`config.mk`:
```
export PLATFORM = sky130hd
export DESIGN_NAME = gshare_update_ctrl
export DESIGN_NICKNAME = d
export VERILOG_FILES = /design/src/rtl/gshare_update_ctrl.sv
export SDC_FILE = /design/constraint.sdc
export NUM_CORES = 1
export LEC_CHECK = 0
export BUFFER_PORTS_ARGS = -buffer_cell sky130_fd_sc_hd__buf_2
export CORE_UTILIZATION = 40
export DETAILED_ROUTE_END_ITERATION = 7
export MAX_ROUTING_LAYER = met4
export PLACE_DENSITY = 0.67
export SYNTH_ARGS = -nofsm -noshare
export SYNTH_HDL_FRONTEND = slang
export SYNTH_SLANG_ARGS = --single-unit
```
`constraint.sdc`:
```
create_clock -name clk -period 2.8 [get_ports clk]
set_input_delay 0 -clock clk [delete_from_list [all_inputs] [get_ports clk]]
set_output_delay 0 -clock clk [all_outputs]
set_load 0.005 [all_outputs]
```
`src/rtl/gshare_update_ctrl.sv`:
```
// GShare PHT sequencer: arbitrates fetch lookups against resolution-stage
// read-modify-write counter updates on a single-port PHT; owns the speculative GHR.
module gshare_update_ctrl #(
  parameter int unsigned DEPTH = 4,
  parameter int unsigned IDX_W = 8
) (
  input  logic                       clk,
  input  logic                       reset,
  input  logic                       pred_req,
  input  logic [31:0]                pred_pc,
  output logic                       pred_ready,
  output logic                       pred_valid,
  output logic                       pred_taken,
  input  logic                       res_valid,
  input  logic                       res_taken,
  output logic                       res_ready,
  output logic                       mispredict,
  output logic [IDX_W-1:0]           ghr,
  output logic [$clog2(DEPTH):0]     inflight_cnt,
  output logic                       pht_en,
  output logic                       pht_we,
  output logic [IDX_W-1:0]           pht_addr,
  output logic [1:0]                 pht_wdata,
  input  logic [1:0]                 pht_rdata
);

  localparam int unsigned PTR_W = $clog2(DEPTH);
  localparam int unsigned CNT_W = PTR_W + 1;

  typedef enum logic [1:0] {IDLE, UPD_RD, UPD_WR} state_t;

  state_t             state, state_nxt;
  logic               lookup_pending;
  logic [IDX_W-1:0]   lk_idx, lk_snap;
  logic [IDX_W-1:0]   upd_idx;
  logic               upd_taken;
  logic [PTR_W-1:0]   head, tail;

  logic [IDX_W-1:0]   q_idx  [DEPTH];
  logic               q_pred [DEPTH];
  logic [IDX_W-1:0]   q_snap [DEPTH];

  logic               accept_pred, accept_res, head_mispred;
  logic [IDX_W-1:0]   lookup_idx;
  logic               unused_pc;

  assign unused_pc    = ^{pred_pc[31:IDX_W+1], pred_pc[0]};
  assign lookup_idx   = pred_pc[IDX_W:1] ^ ghr;
  assign head_mispred = q_pred[head] != res_taken;

  // Reset gates the handshakes so no PHT access starts while reset is held.
  assign res_ready  = !reset && (state == IDLE) && !lookup_pending && (inflight_cnt != '0);
  assign pred_ready = !reset && (state == IDLE) && !lookup_pending &&
                      (inflight_cnt < CNT_W'(DEPTH)) && !(res_valid && res_ready);
  assign accept_pred = pred_req && pred_ready;
  assign accept_res  = res_valid && res_ready;

  assign pred_valid = lookup_pending;
  assign pred_taken = lookup_pending && pht_rdata[1];

  always_comb begin
    state_nxt = state;
    pht_en    = 1'b0;
    pht_we    = 1'b0;
    pht_addr  = '0;
    pht_wdata = '0;
    case (state)
      IDLE: begin
        if (accept_res) begin
          state_nxt = UPD_RD;
        end else if (accept_pred) begin
          pht_en   = 1'b1;
          pht_addr = lookup_idx;
        end
      end
      UPD_RD: begin
        state_nxt = UPD_WR;
        pht_en    = 1'b1;
        pht_addr  = upd_idx;
      end
      UPD_WR: begin
        state_nxt = IDLE;
        pht_en    = 1'b1;
        pht_we    = 1'b1;
        pht_addr  = upd_idx;
        if (upd_taken)
          pht_wdata = (pht_rdata == 2'b11) ? 2'b11 : pht_rdata + 2'b01;
        else
          pht_wdata = (pht_rdata == 2'b00) ? 2'b00 : pht_rdata - 2'b01;
      end
      default: state_nxt = IDLE;
    endcase
  end

  always_ff @(posedge clk or posedge reset) begin
    if (reset) begin
      state          <= IDLE;
      lookup_pending <= 1'b0;
      lk_idx         <= '0;
      lk_snap        <= '0;
      upd_idx        <= '0;
      upd_taken      <= 1'b0;
      mispredict     <= 1'b0;
      ghr            <= '0;
      head           <= '0;
      tail           <= '0;
      inflight_cnt   <= '0;
    end else begin
      state          <= state_nxt;
      mispredict     <= 1'b0;
      lookup_pending <= accept_pred;
      if (accept_pred) begin
        lk_idx  <= lookup_idx;
        lk_snap <= ghr;
      end
      if (lookup_pending) begin
        tail         <= tail + PTR_W'(1);
        inflight_cnt <= inflight_cnt + CNT_W'(1);
        ghr          <= {ghr[IDX_W-2:0], pht_rdata[1]};
      end
      // Push and pop are mutually exclusive, so these updates never collide.
      if (accept_res) begin
        upd_idx   <= q_idx[head];
        upd_taken <= res_taken;
        if (head_mispred) begin
          mispredict   <= 1'b1;
          ghr          <= {q_snap[head][IDX_W-2:0], res_taken};
          head         <= '0;
          tail         <= '0;
          inflight_cnt <= '0;
        end else begin
          head         <= head + PTR_W'(1);
          inflight_cnt <= inflight_cnt - CNT_W'(1);
        end
      end
    end
  end

  always_ff @(posedge clk) begin
    if (lookup_pending) begin
      q_idx[tail]  <= lk_idx;
      q_pred[tail] <= pht_rdata[1];
      q_snap[tail] <= lk_snap;
    end
  end

endmodule
```
==> reports/metrics.cfg <==
[die]
dieArea_mm2=0.01194
initial_core_util=0.4173
core-area_mm2=0.01103
io_pins=67
die-width_um=109.3
chipHeight_um=109.3
row_count=38

[logic_synthesis]
synth_flop_cell=edfxtp_1
ys_async_sr_fraction=0.4019
ys_ff_latch=107
synth_edf_count=64
synth_nets=349
synthDistinctLibCells=36
yosys_warnings=0
mappedNetlistArea_mm2=0.004603
avgSynthCellArea_um2=15.45
seq_area_frac_synth=0.6513
synth_cells=298

[placement]
routabilityCongestion=0.7746
place_ws_ns=0.5103
numPortBuffers=42
dp_hpwl_mm=5.747
place_inst=479

[worst_setup_path]
r2r-start=state[0]
cp_data_arrival_time_ns=2.41
reg2reg_slack_ns=0.52
end_kind=primary output
r2r-end=ghr[5]
critPathKind=flop to primary output
reg2regPathDepth=6
crit_path_start_kind=flop
path_max_fanout=25
worst_ep_required_time_ns=2.80

[route]
drt_first_pass_iters=4
vias_per_cell=5.269
finalWirelength_mm=9.028
wl_per_cell_um=18.13
route.vias.total=2624
drc=0
dr.first_iter.drc_count=150
postRouteAntennaNets=0

[cts]
cts_tree=yes
cts_setup_buffers=0
clock_latency_ns=0.34
root_buffer=clkbuf_16
ctsHtreeMaxLevel=3
clock-sinks=107
cts_max_path_buffers=2
path_clk_slew_ns=0.07
numCtsBuffers=9

[layout]
nFillCells=966
antenna_cells=0
seqCellArea_mm2=0.002998
drive_gt1_frac=0.3212
fin_nets=404
stdcell_count=498
area_delta_synth_final_pct=15.74
multi_input_area_mm2=0.001491

[timing]
slew_headroom=0.3281
finalHoldViolations=0
fin_ws_ns=0.3903
drv_slew=0
tns_ns=0
grt_setup_unrepaired=false
setup_viol=0
fin_crit_sh=0.8606
finalClockSkew_ns=0.007635
tightest_slew_ns=1.002
max_freq_mhz=415.0
post-route-min-period_ns=2.410

[run]
max-cap-violations=0

[global_routing]
antenna_found_initial=0
grt_overflow=0
track_usage=0.1712
grt_pass1_vias=2692
grt_pass1_wl_mm=14.32
grt_max_degree=26

[min_path]
min_to=mispredict
hold_class=input pin to flop
whs_path_depth=3
hp-start=res_valid

[power_and_ir_drop]
power_density_mw_per_mm2=990.2
power_mw=5.276
cellLeakagePower_nw=2.124
ir_drop_v=0.0004770

[outcome]
status=finished, final reports clean

sequential cells by signal, summed over array words and instances (netlist names), 3 cells and up:
register and count:
lk_snap 7, q_pred 4, inflight_cnt 3, q_idx 32
ghr 8, q_snap 28, upd_idx 8, lk_idx 8
synthesized netlist by cell type (3+ instances only):
cell type,instances,area (um^2)
a21oi_1,7,35.03
a22oi_1,8,60.06
and2_1,6,37.54
buf_2,4,20.02
clkbuf_1,5,18.77
dfrtp_1,43,1076
edfxtp_1,64,1922
ha_1,12,150.1
inv_1,11,41.29
mux2_2,32,360.4
mux2i_1,6,60.06
mux4_1,3,78.83
mux4_2,12,270.3
nand2_1,34,127.6
nand3_1,4,20.02
nor2_1,14,52.55
nor2b_1,3,18.77
o21ai_0,3,15.01
xor2_1,8,70.07
kinds of logic after synthesis:
family	after synthesis	share of synthesized area
flip-flops	107	0.6513
AND/OR/NAND/NOR	69	0.07312
multiplexers	53	0.1672
buffers and inverters	24	0.02474
AO/OA/AOI/OAI	23	0.03180
adder cells (fa/ha/maj)	13	0.03479
XOR/XNOR	9	0.01713
worst max path at each step:
stage,to,startpoint,slack (ns),cells after the start
finish,pht_addr[6],state[0],0.39,8
global route,pht_addr[6],state[0],0.22,8
CTS,pht_addr[4],state[0],0.35,8
detailed placement,ghr[5],state[0],0.51,6
global placement,ghr[1],state[0],0.57,6
floorplan,lk_idx[0],state[0],0.67,6
per-stage QoR:
step,instance area [um^2],utilization,hold slack [ns]
3_3_place_gp,5019,0.4550,0.1650
3_5_place_dp,5019,0.4550,0.1762
6_report,5328,0.4830,0.08962
2_1_floorplan,4603,-,0.09887
5_1_grt,5328,0.4830,0.1063
4_1_cts,5328,0.4830,0.07503
power breakdown:
part / switching, mW / internal, mW
registers: 0.331 / 2.14
clock network: 0.562 / 0.613
logic: 0.806 / 0.824
per-layer routing:
layer / part of all wire / GRT usage / wire [um] / up-vias
met5: 0 / - / 0 / -
met4: 0.0080 / 0.05048 / 72 / 0
met3: 0.045 / 0.03527 / 402 / 11
met2: 0.49 / 0.2745 / 4447 / 64
met1: 0.45 / 0.2208 / 4105 / 1346
li1: - / - / - / 1203
timing repair:
item / 4_1_cts / 5_1_grt
endpoints found under the hold margin: 29 / 0
hold buffers: 3 / 0
resized for setup: 0 / 0
cells in the final DEF, fill, tap and decap left out, types with 4 or more instances in the layout:
cell type / n
nand2_1: 34
a22oi_1: 8
clkbuf_16: 9
inv_1: 10
nor2_1: 14
mux2_2: 32
and2_1: 6
mux4_2: 12
edfxtp_1: 64
xor2_1: 8
buf_4: 11
a21oi_1: 7
mux2i_1: 6
buf_2: 42
dfrtp_1: 43
ha_1: 12
nand3_1: 4
final cells by class:
| type | instances | area share |
|---|---|---|
| Inverter | 11 | 0.007750 |
| Tap cell | 140 | 0.03288 |
| Timing Repair Buffer | 57 | 0.06435 |
| Clock buffer | 10 | 0.04298 |
| Sequential cell | 107 | 0.5627 |
| Multi-Input combinational cell | 167 | 0.2799 |
| Clock inverter | 6 | 0.009394 |
worst max-delay path, cell delays in order, from the launching register on:
cell	delay [ns]
dfrtp_1	0.41
inv_1	0.11
ha_1	0.19
or3b_1	0.43
nor4b_4	0.30
buf_12	0.23
a22oi_1	0.11
nor2_1	0.15
buf_2	0.13
No activity file was read; power rests on OpenSTA's default activity.
